<file path="src/rtl/abertura_comporta_ctrl_pkg.sv">
// Shared encodings for the dispense controller; state codes share the gate UC
// numbering space so dbEstado can be read side by side with the gate UC debug bus.
package abertura_comporta_ctrl_pkg;

    localparam int unsigned PESO_W_DEF = 12;

    typedef enum logic [3:0] {
        ST_INICIAL = 4'd0,
        ST_AGUARDA = 4'd1,
        ST_ABRINDO = 4'd2,
        ST_FECHA   = 4'd3,
        ST_FIM     = 4'd4,
        ST_ERRO    = 4'd5
    } estado_t;

    localparam logic [3:0] DB_INVALIDO = 4'hF;

    // Debug code for a state; any code outside the legal set reads as DB_INVALIDO.
    function automatic logic [3:0] db_code(input estado_t e);
        logic [3:0] v;
        case (e)
            ST_INICIAL: v = 4'd0;
            ST_AGUARDA: v = 4'd1;
            ST_ABRINDO: v = 4'd2;
            ST_FECHA:   v = 4'd3;
            ST_FIM:     v = 4'd4;
            ST_ERRO:    v = 4'd5;
            default:    v = DB_INVALIDO;
        endcase
        return v;
    endfunction

endpackage

</file>
<file path="src/rtl/abertura_comporta_ctrl_contador_timeout.sv">
// Saturating watchdog counter with synchronous clear/enable and a terminal-count
// flag raised one count before saturation.
module contador_timeout #(
    parameter int unsigned LIMITE = 50_000_000
) (
    input  logic i_clock,
    input  logic i_reset,
    input  logic i_clear,
    input  logic i_enable,
    output logic o_terminal
);

    localparam int unsigned CW = $clog2(LIMITE + 1);

    logic [CW-1:0] r_count;

    // Count register: clear dominates enable, and the count holds once it hits LIMITE.
    always_ff @(posedge i_clock) begin
        if (i_reset) begin
            r_count <= {CW{1'b0}};
        end else if (i_clear) begin
            r_count <= {CW{1'b0}};
        end else if (i_enable && (r_count != CW'(LIMITE))) begin
            r_count <= r_count + CW'(1);
        end else begin
            r_count <= r_count;
        end
    end

    assign o_terminal = (r_count == CW'(LIMITE - 1));

endmodule

</file>
<file path="src/rtl/abertura_comporta_ctrl.sv">
// Dispense controller: holds the target weight, keeps the gate commanded open
// until DEBOUNCE_N consecutive samples reach it, and aborts when samples stop.
module abertura_comporta_ctrl
    import abertura_comporta_ctrl_pkg::*;
#(
    parameter int unsigned PESO_W         = PESO_W_DEF,
    parameter int unsigned DEBOUNCE_N     = 4,
    parameter int unsigned TIMEOUT_CICLOS = 50_000_000
) (
    input  logic              i_clock,
    input  logic              i_reset,
    input  logic              i_carregaPesoMax,
    input  logic [PESO_W-1:0] i_pesoMaxIn,
    input  logic              i_iniciar,
    input  logic              i_cancelar,
    input  logic [PESO_W-1:0] i_medidaPeso,
    input  logic              i_medidaValida,
    output logic              o_abrirComporta,
    output logic              o_pesoMaxIgualZero,
    output logic              o_pronto,
    output logic              o_erroTimeout,
    output logic [3:0]        o_dbEstado
);

    localparam int unsigned CNT_W = $clog2(DEBOUNCE_N + 1);

    estado_t           r_state;
    estado_t           w_state_next;
    logic [PESO_W-1:0] r_peso_max;
    logic [PESO_W-1:0] w_peso_max_next;
    logic [CNT_W-1:0]  r_cnt_acima;
    logic [CNT_W-1:0]  w_cnt_acima_next;
    logic [CNT_W-1:0]  w_acima_inc;
    logic              w_peso_atingido;
    logic              w_wd_clear;
    logic              w_wd_enable;
    logic              w_wd_terminal;

    assign w_peso_atingido = (i_medidaPeso >= r_peso_max);
    assign w_acima_inc     = (r_cnt_acima == CNT_W'(DEBOUNCE_N)) ? r_cnt_acima
                                                                 : r_cnt_acima + CNT_W'(1);

    contador_timeout #(
        .LIMITE     (TIMEOUT_CICLOS)
    ) u_watchdog (
        .i_clock    (i_clock),
        .i_reset    (i_reset),
        .i_clear    (w_wd_clear),
        .i_enable   (w_wd_enable),
        .o_terminal (w_wd_terminal)
    );

    // State, target and debounce registers.
    always_ff @(posedge i_clock) begin
        if (i_reset) begin
            r_state     <= ST_INICIAL;
            r_peso_max  <= {PESO_W{1'b0}};
            r_cnt_acima <= {CNT_W{1'b0}};
        end else begin
            r_state     <= w_state_next;
            r_peso_max  <= w_peso_max_next;
            r_cnt_acima <= w_cnt_acima_next;
        end
    end

    // Next state; cancelar outranks a sample, which outranks watchdog expiry.
    always_comb begin
        w_state_next     = r_state;
        w_peso_max_next  = r_peso_max;
        w_cnt_acima_next = {CNT_W{1'b0}};
        w_wd_clear       = 1'b1;
        w_wd_enable      = 1'b0;
        case (r_state)
            ST_INICIAL: begin
                if (i_carregaPesoMax) begin
                    w_peso_max_next = i_pesoMaxIn;
                end else begin
                    w_peso_max_next = r_peso_max;
                end
                if (i_iniciar && (r_peso_max != {PESO_W{1'b0}})) begin
                    w_state_next = ST_AGUARDA;
                end else begin
                    w_state_next = ST_INICIAL;
                end
            end
            ST_AGUARDA: begin
                w_wd_enable = 1'b1;
                w_wd_clear  = i_medidaValida;
                if (i_cancelar) begin
                    w_state_next = ST_INICIAL;
                end else if (i_medidaValida) begin
                    w_state_next = w_peso_atingido ? ST_FIM : ST_ABRINDO;
                end else if (w_wd_terminal) begin
                    w_state_next = ST_ERRO;
                end else begin
                    w_state_next = ST_AGUARDA;
                end
            end
            ST_ABRINDO: begin
                w_wd_enable      = 1'b1;
                w_wd_clear       = i_medidaValida;
                w_cnt_acima_next = r_cnt_acima;
                if (i_cancelar) begin
                    w_state_next     = ST_INICIAL;
                    w_cnt_acima_next = {CNT_W{1'b0}};
                end else if (i_medidaValida) begin
                    if (!w_peso_atingido) begin
                        w_cnt_acima_next = {CNT_W{1'b0}};
                        w_state_next     = ST_ABRINDO;
                    end else if (w_acima_inc == CNT_W'(DEBOUNCE_N)) begin
                        w_cnt_acima_next = {CNT_W{1'b0}};
                        w_state_next     = ST_FECHA;
                    end else begin
                        w_cnt_acima_next = w_acima_inc;
                        w_state_next     = ST_ABRINDO;
                    end
                end else if (w_wd_terminal) begin
                    w_state_next = ST_ERRO;
                end else begin
                    w_state_next = ST_ABRINDO;
                end
            end
            ST_FECHA: begin
                w_state_next = ST_FIM;
            end
            ST_FIM: begin
                w_state_next = ST_INICIAL;
            end
            ST_ERRO: begin
                if (i_cancelar) begin
                    w_state_next = ST_INICIAL;
                end else begin
                    w_state_next = ST_ERRO;
                end
            end
            default: begin
                w_state_next = ST_INICIAL;
            end
        endcase
    end

    // Moore output decode straight from the state and target registers.
    always_comb begin
        o_abrirComporta    = 1'b0;
        o_pronto           = 1'b0;
        o_erroTimeout      = 1'b0;
        o_pesoMaxIgualZero = (r_peso_max == {PESO_W{1'b0}});
        o_dbEstado         = db_code(r_state);
        case (r_state)
            ST_ABRINDO: o_abrirComporta = 1'b1;
            ST_FIM:     o_pronto        = 1'b1;
            ST_ERRO:    o_erroTimeout   = 1'b1;
            default: begin
                o_abrirComporta = 1'b0;
                o_pronto        = 1'b0;
                o_erroTimeout   = 1'b0;
            end
        endcase
    end

endmodule

</file>
<file path="config.mk">
export PLATFORM = sky130hd
export DESIGN_NAME = abertura_comporta_ctrl
export DESIGN_NICKNAME = d
export VERILOG_FILES = /design/src/rtl/abertura_comporta_ctrl_pkg.sv /design/src/rtl/abertura_comporta_ctrl_contador_timeout.sv /design/src/rtl/abertura_comporta_ctrl.sv
export SDC_FILE = /design/constraint.sdc
export NUM_CORES = 1
export LEC_CHECK = 0
export CORE_ASPECT_RATIO = 1.25
export CORE_MARGIN = 2
export CORE_UTILIZATION = 35
export CTS_CLUSTER_DIAMETER = 40
export CTS_CLUSTER_SIZE = 14
export DETAILED_ROUTE_END_ITERATION = 10
export PLACE_DENSITY = 0.67
export REMOVE_ABC_BUFFERS = 1
export SLEW_MARGIN = 20
export SYNTH_ARGS = -nofsm -noshare
export SYNTH_HDL_FRONTEND = slang
export SYNTH_SLANG_ARGS = --single-unit
</file>
<file path="constraint.sdc">
create_clock -name i_clock -period 2.07 [get_ports i_clock]
set_input_delay 0.414 -clock i_clock [delete_from_list [all_inputs] [get_ports i_clock]]
set_output_delay 0.414 -clock i_clock [all_outputs]
set_load 0.005 [all_outputs]
</file>
; ---- Word-level counts from Yosys, hierarchy flattened
; Index checks and enable logic that the tools add are counted.
[classes]
order_cmp = 1
muxes = 21
reduce_logical = 9
add_sub_neg = 2
bitwise = 1
eq_ne = 9
[ops]
columns = op, count
row1 = two-way mux 3 bit, 9
row2 = "adder 26 x 1 -> 26 bit, second input constant", 1
row3 = "== test 26 bit, second input constant", 1
row4 = "!= test 26 bit, second input constant", 1
row5 = one-hot mux 4 bit (6 select lines), 1
row6 = one-hot mux 4 bit (5 select lines), 1
row7 = greater-or-equal comparator 12 bit, 1
row8 = zero test 12 bit, 1
row9 = nonzero test 12 bit, 1
row10 = "== test 4 x 2 -> 1 bit, second input constant", 2
row11 = "== test 4 x 3 -> 1 bit, second input constant", 2
row12 = two-way mux 1 bit, 8
row13 = two-way mux 4 bit, 2
row14 = "== test 3 bit, second input constant", 2
row15 = "== test 4 x 1 -> 1 bit, second input constant", 1
row16 = zero test 4 bit, 1
row17 = OR reduction 2 bit, 2
row18 = "adder 3 x 1 -> 3 bit, second input constant", 1
row19 = OR reduction 3 bit, 1
row20 = logical AND 1 bit, 2
row21 = AND reduction 2 bit, 1
row22 = NOT 1 bit, 1
[word_totals]
register_bits = 45
out_inout_bits = 8

; ---- Longest topological paths before layout
; Gate-level depths: netlist (run 1).
[logic_depth]
ltp_word = 8
mapped_depth = 8
depth_no_buf = 8

; ---- Cells and area by module
; From an unflattened synthesis (run 1), not the netlist that was laid out.
[hier_totals]
cells_unflattened = 336
hier_area_um2 = 2615.0
[by_module_without_submodules]
columns = module, seq_area_each_um2, cells_per_inst, area_each_um2, instances
row1 = contador_timeout, 520.5, 170, 1407.6, 1
row2 = abertura_comporta_ctrl, 360.3, 166, 1207.4, 1

; ---- Worst setup path after synthesis (run 1)
; Ideal clock, no wire load.
[synth_timing]
kind = register to register
startpoint = register r_cnt_acima[0]
endpoint = register r_state[0]
synth_period_minus_slack_ns = 1.748
arrival_ns = 1.668
path_stages_with_launch = 9
setup_time_ns = 0.079
required_ns = 1.991
n_path_buf = 0
setup_slack_ns = 0.322
cell_sequence = dfxtp_1 -> inv_1 -> ha_1 -> nor2b_1 -> mux2i_1 -> a2111oi_0 -> or2_2 -> o2111ai_1 -> a22oi_1
[synth_between]
elab_chain_len = 8
[synth_rtl]
columns = element, line
row1 = from (decl), abertura_comporta_ctrl.sv:31  ; logic [CNT_W-1:0] r_cnt_acima;
row2 = from (signal assigned), abertura_comporta_ctrl.sv:58  ; r_cnt_acima <= {CNT_W{1'b0}};
row3 = from (signal assigned), abertura_comporta_ctrl.sv:62  ; r_cnt_acima <= w_cnt_acima_next;
row4 = adder 3 x 1 -> 3 bit or == test 3 bit (tied branches), "abertura_comporta_ctrl.sv:41, abertura_comporta_ctrl.sv:40"
row5 = two-way mux 3 bit (*), abertura_comporta_ctrl.sv:40  ; assign w_acima_inc = (r_cnt_acima == CNT_W'(DEBOUNCE_N)) ? r_cnt_acima
row6 = == test 3 bit (*), abertura_comporta_ctrl.sv:110  ; end else if (w_acima_inc == CNT_W'(DEBOUNCE_N)) begin
row7 = two-way mux 1 bit (*), abertura_comporta_ctrl.sv:110
row8 = two-way mux 1 bit (*), abertura_comporta_ctrl.sv:107  ; if (!w_peso_atingido) begin
row9 = two-way mux 4 bit (*), abertura_comporta_ctrl.sv:106  ; end else if (i_medidaValida) begin
row10 = two-way mux 4 bit (*), abertura_comporta_ctrl.sv:103  ; if (i_cancelar) begin
row11 = one-hot mux 4 bit (5 select lines) (*), abertura_comporta_ctrl.sv:73  ; case (r_state)
row12 = to (signal assigned), abertura_comporta_ctrl.sv:60  ; r_state <= w_state_next;
row13 = to (decl), abertura_comporta_ctrl.sv:27  ; estado_t r_state;
; Mark *: on every way between the ends. The rest lies on a longest branch, timed or not.
; A chain may end at the register's enable or synchronous reset.

; ---- Worst setup path after layout (run 1)
[layout_timing]
startpoint = input i_medidaPeso[9]
endpoint = register r_state[0]
[layout_between]
elab_chain_len = 5
[layout_rtl]
columns = element, line
row1 = from (decl), abertura_comporta_ctrl.sv:16  ; input logic [PESO_W-1:0] i_medidaPeso,
row2 = greater-or-equal comparator 12 bit, abertura_comporta_ctrl.sv:39  ; assign w_peso_atingido = (i_medidaPeso >= r_peso_max);
row3 = two-way mux 1 bit, abertura_comporta_ctrl.sv:107
row4 = two-way mux 4 bit, abertura_comporta_ctrl.sv:106
row5 = two-way mux 4 bit, abertura_comporta_ctrl.sv:103
row6 = one-hot mux 4 bit (5 select lines), abertura_comporta_ctrl.sv:73
; No other way between the ends.

==> results of run 1 <==
[stage by stage]
step / total power [mW] / hold WS (ps) / setup WS [ps] / setup TNS, ps / utilization
finish: 1.69 / 482 / 46.1 / 0 / 0.458
global route: 1.79 / 523 / -52.5 / -52.5 / 0.458
CTS: 1.70 / 486 / 35.1 / 0 / 0.455
detailed placement: 1.18 / 473 / -546 / -2860 / 0.440
global placement: 1.17 / 463 / -469 / -2620 / 0.440
floorplan: 1.03 / 443 / -26.6 / -26.6 / -
[worst paths after layout]
check | from | to | slack, ps | depth (start not counted)
max | i_medidaPeso[9] | r_state[0]$_SDFF_PP0_ | 50 | 8
min | r_peso_max[10]$_SDFFE_PP0P_ | r_peso_max[10]$_SDFFE_PP0P_ | 480 | 2
max reg2reg | r_cnt_acima[1]$_SDFFE_PP0P_ | r_state[0]$_SDFF_PP0_ | 120 | 8
min reg2reg | r_peso_max[10]$_SDFFE_PP0P_ | r_peso_max[10]$_SDFFE_PP0P_ | 480 | 2
[layer usage]
metal	share of wire	vias to the layer above
li1	-	1158
met1	0.43	1049
met2	0.50	58
met3	0.054	9
met4	0.015	0
met5	0	-
[power by group through the flow]
| stage | Combinational [mW] | Clock, mW | Sequential, mW |
|---|---|---|---|
| detailed placement | 0.270 | 0 | 0.908 |
| CTS | 0.277 | 0.535 | 0.890 |
| finish | 0.282 | 0.519 | 0.890 |
| floorplan | 0.134 | 0 | 0.901 |
| global placement | 0.266 | 0 | 0.908 |
| global route | 0.317 | 0.575 | 0.894 |
[cell type report]
cell class                 instances  area, µm²  area share
sequential                        44        883       0.280
clock buffer                       5       68.8      0.0218
inverter                          22       82.6      0.0262
clock inverter                     2       12.5     0.00397
tap                               90        113      0.0357
timing repair buffer              54        509       0.161
multi-input combinational        233       1490       0.471
[critical path: stages]
cell             delay, ps
clkdlybuf4s50_1        410
ha_1                   310
a21o_1                 180
a21o_1                 170
a21oi_1                240
o21ai_4                150
o2111ai_2              210
a22oi_1                110
[placed cells by master, fill, tap and decap left out, types with 4 or more instances in the layout]
| cell type | instances |
|---|---|
| a21oi_1 | 23 |
| buf_4 | 16 |
| clkbuf_8 | 5 |
| clkdlybuf4s50_1 | 36 |
| dfxtp_1 | 42 |
| ha_1 | 16 |
| inv_1 | 22 |
| nand2_1 | 38 |
| nand3_1 | 11 |
| nand4_1 | 14 |
| nor2_1 | 42 |
| nor2b_1 | 4 |
| nor3_1 | 7 |
| o21ai_0 | 5 |
| xnor2_1 | 8 |
| xor2_1 | 15 |
[cell families after synthesis]
group                      count (synthesis)  synth area share
adders and majority gates                 16            0.0809
DFF                                       44             0.356
muxes                                      1           0.00404
AOI/OAI and AO/OA                         46             0.112
buffers and inverters                     35            0.0581
xor gates and xnor gates                  24            0.0880
and+or+nand+nor                          146             0.301
[Yosys cell counts (2+ instances only)]
cell type,instances
or3_1,2
a31oi_1,2
nor2b_1,4
clkbuf_1,10
nor3_1,7
nand4_1,14
and2_1,3
xnor2_1,8
ha_1,16
a22oi_1,2
nand2_1,38
nand2b_1,3
nand4b_1,2
nor4_4,2
or2_2,3
nor2_1,42
xor2_1,15
and3_1,3
o21ai_0,6
dfxtp_1,44
a21oi_1,24
inv_1,22
nand3_1,11
nor4_1,3
nor4b_1,2
a21o_1,2
[state kept, by name, summed over array words and instances (netlist names)]
name / cells
r_peso_max: 12
r_state: 3
r_cnt_acima: 3
u_watchdog.r_count: 26
[what timing repair did]
action,in CTS,in global routing
endpoints found under the setup margin,9,4
gates cloned,0,0
gates resized for setup,6,4
pin swaps,3,1
buffers inserted,1,0
==> impl_metrics.sql, run 1 <==
INSERT INTO impl_metrics (metric_group, metric, value, unit) VALUES
('global_route', 'globalRouteMet3Util', '0.0434', ''),
('route', 'drt_iter0_drc', '80', ''),
('global_route', 'grt_busiest_layer', 'met2', ''),
('status', 'outcome', 'complete, no violations', ''),
('synth', 'yosys_warnings', '0', ''),
('clocking', 'max-clock-path-buffers', '2', ''),
('floorplanning', 'die-width', '79.2', 'µm'),
('placement', 'postPlaceCellArea', '0.00304', 'mm²'),
('pwr', 'p_int', '1.25', 'mW'),
('timing', 'finalMaxSlewViolations', '0', ''),
('worst_setup_path', 'cp-start-kind', 'input pin', ''),
('timing', 'least_margin_pin_slew', '485', 'ps'),
('synth', 'synth.distinct_cells', '48', ''),
('final_layout', 'drive_above_1_share', '0.114', ''),
('global_route', 'global_route.usage.met2', '0.270', ''),
('route', 'drc', '0', ''),
('worst_setup_path', 'required', '2240', 'ps'),
('global_route', 'grtUsageMet1', '0.178', ''),
('worst_setup_path', 'timing_worst_setup_path_type', 'input pin to flip-flop', ''),
('final_layout', 'antenna_cells_inserted', '0', ''),
('global_route', 'antenna_found_initial', '0', ''),
('synth', 'synth_top_area_frac', '0.356', ''),
('clocking', 'tritoncts', 'done', ''),
('pwr', 'static-leakage-power', '1.12', 'nW'),
('timing', 'report.final.setup_viol', '0', ''),
('timing', 'layout_worst_path_cycle_share', '0.978', ''),
('final_layout', 'finish.cell_count_without_fillers', '450', ''),
('global_route', 'grt_util_all_layers', '0.151', ''),
('floorplanning', 'design.die.area', '0.00776', 'mm²'),
('timing', 'timing_hold_violations_final', '0', ''),
('global_route', 'maximum_number_of_pins_on_one_net_before_global_route_repair', '27', ''),
('flow_run', 'number_of_max_cap_violations', '0', ''),
('route', 'ant_nets', '0', ''),
('route', 'drt_pre_antenna_iters', '4', ''),
('synth', 'synth.largest_area_cell', 'dfxtp_1', ''),
('clocking', 'cts.htree.levels', '2', ''),
('pwr', 'switching_power', '0.446', 'mW'),
('worst_setup_path', 'worst-endpoint-arrival', '2190', 'ps'),
('floorplanning', 'core.rowCount', '34', ''),
('synth', 'synth-main-ff-cell', 'dfxtp_1', ''),
('floorplanning', 'initial_standard_cell_utilization_of_the_core', '0.359', ''),
('worst_hold_path', 'worst_hold_path_type', 'flip-flop to flip-flop', ''),
('pwr', 'vdd_drop_max', '0.305', 'mV'),
('floorplanning', 'die_boundary_height', '98.0', 'µm'),
('route', 'routed_vias', '2274', ''),
('floorplanning', 'design.core.area', '0.00689', 'mm²'),
('synth', 'ys_async_sr_fraction', '0', ''),
('worst_setup_path', 'cp-end-kind', 'flip-flop', ''),
('timing', 'period_needed', '2020', 'ps'),
('clocking', 'cts-root-buf', 'clkbuf_8', ''),
('final_layout', 'layout.filler_cells', '735', ''),
('timing', 'maxSlewHeadroom', '0.676', ''),
('floorplanning', 'pin_count', '38', ''),
('pwr', 'power.share.clock', '0.307', ''),
('pwr', 'sw_frac_of_total', '0.264', ''),
('synth', 'synth.area.top_cells', 'dfxtp_1 36%, ha_1 8.1%, nor2_1 6.4%', ''),
('route', 'wl', '5590', 'µm'),
('clocking', 'cts_sinks', '44', ''),
('pwr', 'combPwrFrac', '0.167', ''),
('pwr', 'cellPowerDensity', '536', 'mW/mm²'),
('route', 'viasPerCell', '5.05', ''),
('placement', 'place.gp.congestion', '0.803', ''),
('placement', 'hpwl', '4260', 'µm'),
('global_route', 'first_global_vias', '2230', ''),
('clocking', 'clock_transition_at_path_regs', '80', 'ps'),
('synth', 'synth_seq_cells', '44', ''),
('synth', 'synth_area_per_cell', '7.93', 'µm²'),
('timing', 'fmax', '494', 'MHz'),
('timing', 'finalClockSkew', '9.23', 'ps'),
('synth', 'synth-seq-area-share', '0.356', ''),
('route', 'avgRoutedWirePerCell', '12.4', 'µm'),
('clocking', 'clock_buffers_created_by_tritoncts', '5', ''),
('clocking', 'cts_hold_repair.buffers', '0', ''),
('final_layout', 'stdcell_area', '0.00315', 'mm²'),
('synth', 'synth.cell_area', '0.00247', 'mm²'),
('worst_setup_path', 'critPathMaxFanout', '8', ''),
('placement', 'place_inst', '442', ''),
('global_route', 'gr-total-overflow', '0', ''),
('pwr', 'share_of_total_power_in_sequential_cells', '0.526', ''),
('final_layout', 'finalNetCount', '406', ''),
('placement', 'placement.io_buffers', '37', ''),
('final_layout', 'syn2layout_area_growth', '27.5', '%'),
('clocking', 'clkLatencyLatePin', '290', 'ps'),
('global_route', 'grt_first_pass_wirelength', '9680', 'µm'),
('synth', 'number_of_instances_in_the_synthesized_netlist', '312', ''),
('synth', 'synth_enable_flop_cells', '0', '');
Note: power is estimated with default switching activity, not from simulation.
==> run 2: changes to the inputs <==
--- a/config.mk
+++ b/config.mk
@@ -6,14 +6,12 @@
 export NUM_CORES = 1
 export LEC_CHECK = 0
 export CORE_ASPECT_RATIO = 1.25
-export CORE_MARGIN = 2
 export CORE_UTILIZATION = 35
 export CTS_CLUSTER_DIAMETER = 40
 export CTS_CLUSTER_SIZE = 14
 export DETAILED_ROUTE_END_ITERATION = 10
 export PLACE_DENSITY = 0.67
 export REMOVE_ABC_BUFFERS = 1
-export SLEW_MARGIN = 20
 export SYNTH_ARGS = -nofsm -noshare
 export SYNTH_HDL_FRONTEND = slang
 export SYNTH_SLANG_ARGS = --single-unit
==> constraint.sdc (replaced) <==
create_clock -name i_clock -period 2.2 [get_ports i_clock]
set_input_delay 0.44 -clock i_clock [delete_from_list [all_inputs] [get_ports i_clock]]
set_output_delay 0.44 -clock i_clock [all_outputs]
set_load 0.005 [all_outputs]
==> impl_metrics.sql, run 2 (synthesis results as in run 1) <==
INSERT INTO impl_metrics (metric_group, metric, value, unit) VALUES
('worst_setup_path', 'path_cells', 'nor4_2, and3_1, clkdlybuf4s50_1', ''),
('pwr', 'switching_power', '0.407', 'mW'),
('timing', 'maxSlewHeadroom', '0.694', ''),
('route', 'drc', '0', ''),
('clocking', 'cts-root-buf', 'clkbuf_8', ''),
('final_layout', 'reg_top3', 'u_watchdog.r_count: 26 flops, r_peso_max: 12 flops', ''),
('pwr', 'power.share.clock', '0.357', ''),
('clocking', 'clkLatencyLatePin', '300', 'ps'),
('worst_setup_path', 'cp-start-kind', 'flip-flop', ''),
('timing', 'setup-tns-final', '0', 'ps'),
('placement', 'hpwl', '4040', 'µm'),
('worst_setup_path', 'crit_start', 'r_peso_max[6]$_SDFFE_PP0P_', ''),
('timing', 'report.final.setup_viol', '0', ''),
('worst_hold_path', 'worst_hold_path_type', 'flip-flop to flip-flop', ''),
('timing', 'layout_worst_path_cycle_share', '0.979', ''),
('status', 'outcome', 'complete, no violations', ''),
('timing', 'finalMaxSlewViolations', '0', ''),
('global_route', 'grt_util_all_layers', '0.154', ''),
('worst_setup_path', 'cpPeakStageDelay', '520', 'ps'),
('final_layout', 'stdcell_area', '0.00310', 'mm²'),
('global_route', 'antenna_found_initial', '0', ''),
('clocking', 'tritoncts', 'done', ''),
('route', 'drt_pre_antenna_iters', '4', ''),
('global_route', 'grt_first_pass_wirelength', '9250', 'µm'),
('final_layout', 'final_core_util', '0.464', ''),
('final_layout', 'finalNetCount', '399', ''),
('timing', 'timing_hold_violations_final', '0', ''),
('timing', 'period_needed', '2150', 'ps'),
('worst_setup_path', 'crit_path_top_delay_cell', 'clkdlybuf4s50_1', ''),
('route', 'routed_vias', '2214', ''),
('worst_setup_path', 'crit_end', 'o_pesoMaxIgualZero', ''),
('worst_setup_path', 'worst-endpoint-arrival', '1710', 'ps'),
('final_layout', 'antenna_cells_inserted', '0', ''),
('final_layout', 'max_flop_register', 'u_watchdog.r_count', ''),
('pwr', 'share_of_total_power_in_sequential_cells', '0.494', ''),
('worst_setup_path', 'critPathMaxFanout', '3', ''),
('worst_setup_path', 'worstReg2RegStart', 'u_watchdog.r_count[0]$_SDFFE_PP0P_', ''),
('worst_setup_path', 'timing_worst_setup_path_type', 'flip-flop to primary output', ''),
('pwr', 'static-leakage-power', '1.09', 'nW'),
('pwr', 'vdd_drop_max', '0.315', 'mV'),
('floorplanning', 'initial_standard_cell_utilization_of_the_core', '0.370', ''),
('pwr', 'sw_frac_of_total', '0.240', ''),
('worst_setup_path', 'required', '1760', 'ps'),
('placement', 'postPlaceCellArea', '0.00297', 'mm²'),
('clocking', 'max-clock-path-buffers', '2', ''),
('placement', 'pre_cts_ws', '-228', 'ps'),
('global_route', 'first_global_vias', '2122', ''),
('final_layout', 'layout.cells.most_common', 'dfxtp_1', ''),
('timing', 'finalWorstSetupSlack', '45.2', 'ps'),
('clocking', 'cts_sinks', '44', ''),
('pwr', 'total_power', '1.69', 'mW'),
('final_layout', 'largest_reg_flops', '26', ''),
('worst_setup_path', 'timing.reg2reg.setup_slack', '260', 'ps'),
('route', 'ant_nets', '0', ''),
('final_layout', 'finish.cell_count_without_fillers', '441', ''),
('clocking', 'cts_hold_repair.buffers', '0', ''),
('route', 'drt_iter0_drc', '71', ''),
('pwr', 'combPwrFrac', '0.149', ''),
('worst_setup_path', 'reg2regPathDepth', '7', ''),
('final_layout', 'most-common-layout-cells', '43 x dfxtp_1, 42 x nor2_1, 38 x nand2_1', ''),
('floorplanning', 'core.rowCount', '33', ''),
('clocking', 'cts.htree.levels', '2', ''),
('floorplanning', 'design.die.area', '0.00741', 'mm²'),
('floorplanning', 'pin_count', '38', ''),
('worst_setup_path', 'regToRegEndpoint', 'u_watchdog.r_count[24]$_SDFFE_PP0P_', ''),
('route', 'viasPerCell', '5.02', ''),
('final_layout', 'drive_above_1_share', '0.0932', ''),
('placement', 'placement.io_buffers', '37', ''),
('clocking', 'clock_buffers_created_by_tritoncts', '5', ''),
('timing', 'least_margin_pin_slew', '458', 'ps'),
('final_layout', 'syn2layout_area_growth', '25.4', '%'),
('clocking', 'clock_transition_at_path_regs', '80', 'ps'),
('flow_run', 'number_of_max_cap_violations', '0', ''),
('floorplanning', 'design.core.area', '0.00669', 'mm²'),
('global_route', 'gr-total-overflow', '0', ''),
('route', 'avgRoutedWirePerCell', '12.1', 'µm'),
('global_route', 'maximum_number_of_pins_on_one_net_before_global_route_repair', '27', ''),
('worst_setup_path', 'cp-end-kind', 'primary output', ''),
('route', 'wl', '5360', 'µm'),
('floorplanning', 'die_boundary_height', '96.0', 'µm'),
('placement', 'place.gp.congestion', '0.839', ''),
('pwr', 'p_int', '1.29', 'mW'),
('floorplanning', 'die-width', '77.2', 'µm'),
('timing', 'hold_slack', '478', 'ps'),
('pwr', 'cellPowerDensity', '545', 'mW/mm²'),
('timing', 'finalClockSkew', '8.90', 'ps'),
('worst_hold_path', 'hold_path_stages', '2', ''),
('placement', 'place_inst', '432', ''),
('timing', 'fmax', '464', 'MHz');
## run 2: repair_timing
item,4_1_cts,5_1_grt
setup buffers,0,1
setup endpoints to repair,0,8
gates resized for setup,0,7
## run 2: layout make-up
cell class	count	area (µm²)
tap	87	109
timing repair buffer	47	445
clock inverter	2	35.0
clock buffer	6	72.6
sequential	44	882
multi-input combinational	233	1480
fill	703	3580
inverter	22	82.6
## run 2: layer usage
layer	vias up	track usage	routed length [µm]
met1	1018	0.177	2390
met3	5	0.0322	201
met2	45	0.285	2710
met5	-	0	0
li1	1146	-	-
met4	0	0.0503	55
## run 2: worst max-delay path, delay by kind of cell (launching register included)
family | cells | cell delay (ps)
buffers and inverters | 1 | 520
DFF | 1 | 350
and+or+nand+nor | 2 | 550
## run 2: power by group through the flow
stage / Clock, mW / Sequential, mW / Combinational (mW)
after global placement: 0 / 0.853 / 0.236
after floorplan: 0 / 0.848 / 0.126
after detailed placement: 0 / 0.853 / 0.241
final: 0.604 / 0.837 / 0.252
after global routing: 0.653 / 0.840 / 0.286
after CTS: 0.624 / 0.834 / 0.242
## run 2: how the worst min path moves through the flow
stage | start | to | slack, ps
2_1_floorplan | r_peso_max[11]$_SDFFE_PP0P_ | r_peso_max[11]$_SDFFE_PP0P_ | 440
3_3_place_gp | r_peso_max[2]$_SDFFE_PP0P_ | r_peso_max[2]$_SDFFE_PP0P_ | 460
3_5_place_dp | r_peso_max[8]$_SDFFE_PP0P_ | r_peso_max[8]$_SDFFE_PP0P_ | 470
4_1_cts | r_peso_max[5]$_SDFFE_PP0P_ | r_peso_max[5]$_SDFFE_PP0P_ | 480
5_1_grt | r_peso_max[5]$_SDFFE_PP0P_ | r_peso_max[5]$_SDFFE_PP0P_ | 500
6_report | r_peso_max[5]$_SDFFE_PP0P_ | r_peso_max[5]$_SDFFE_PP0P_ | 480
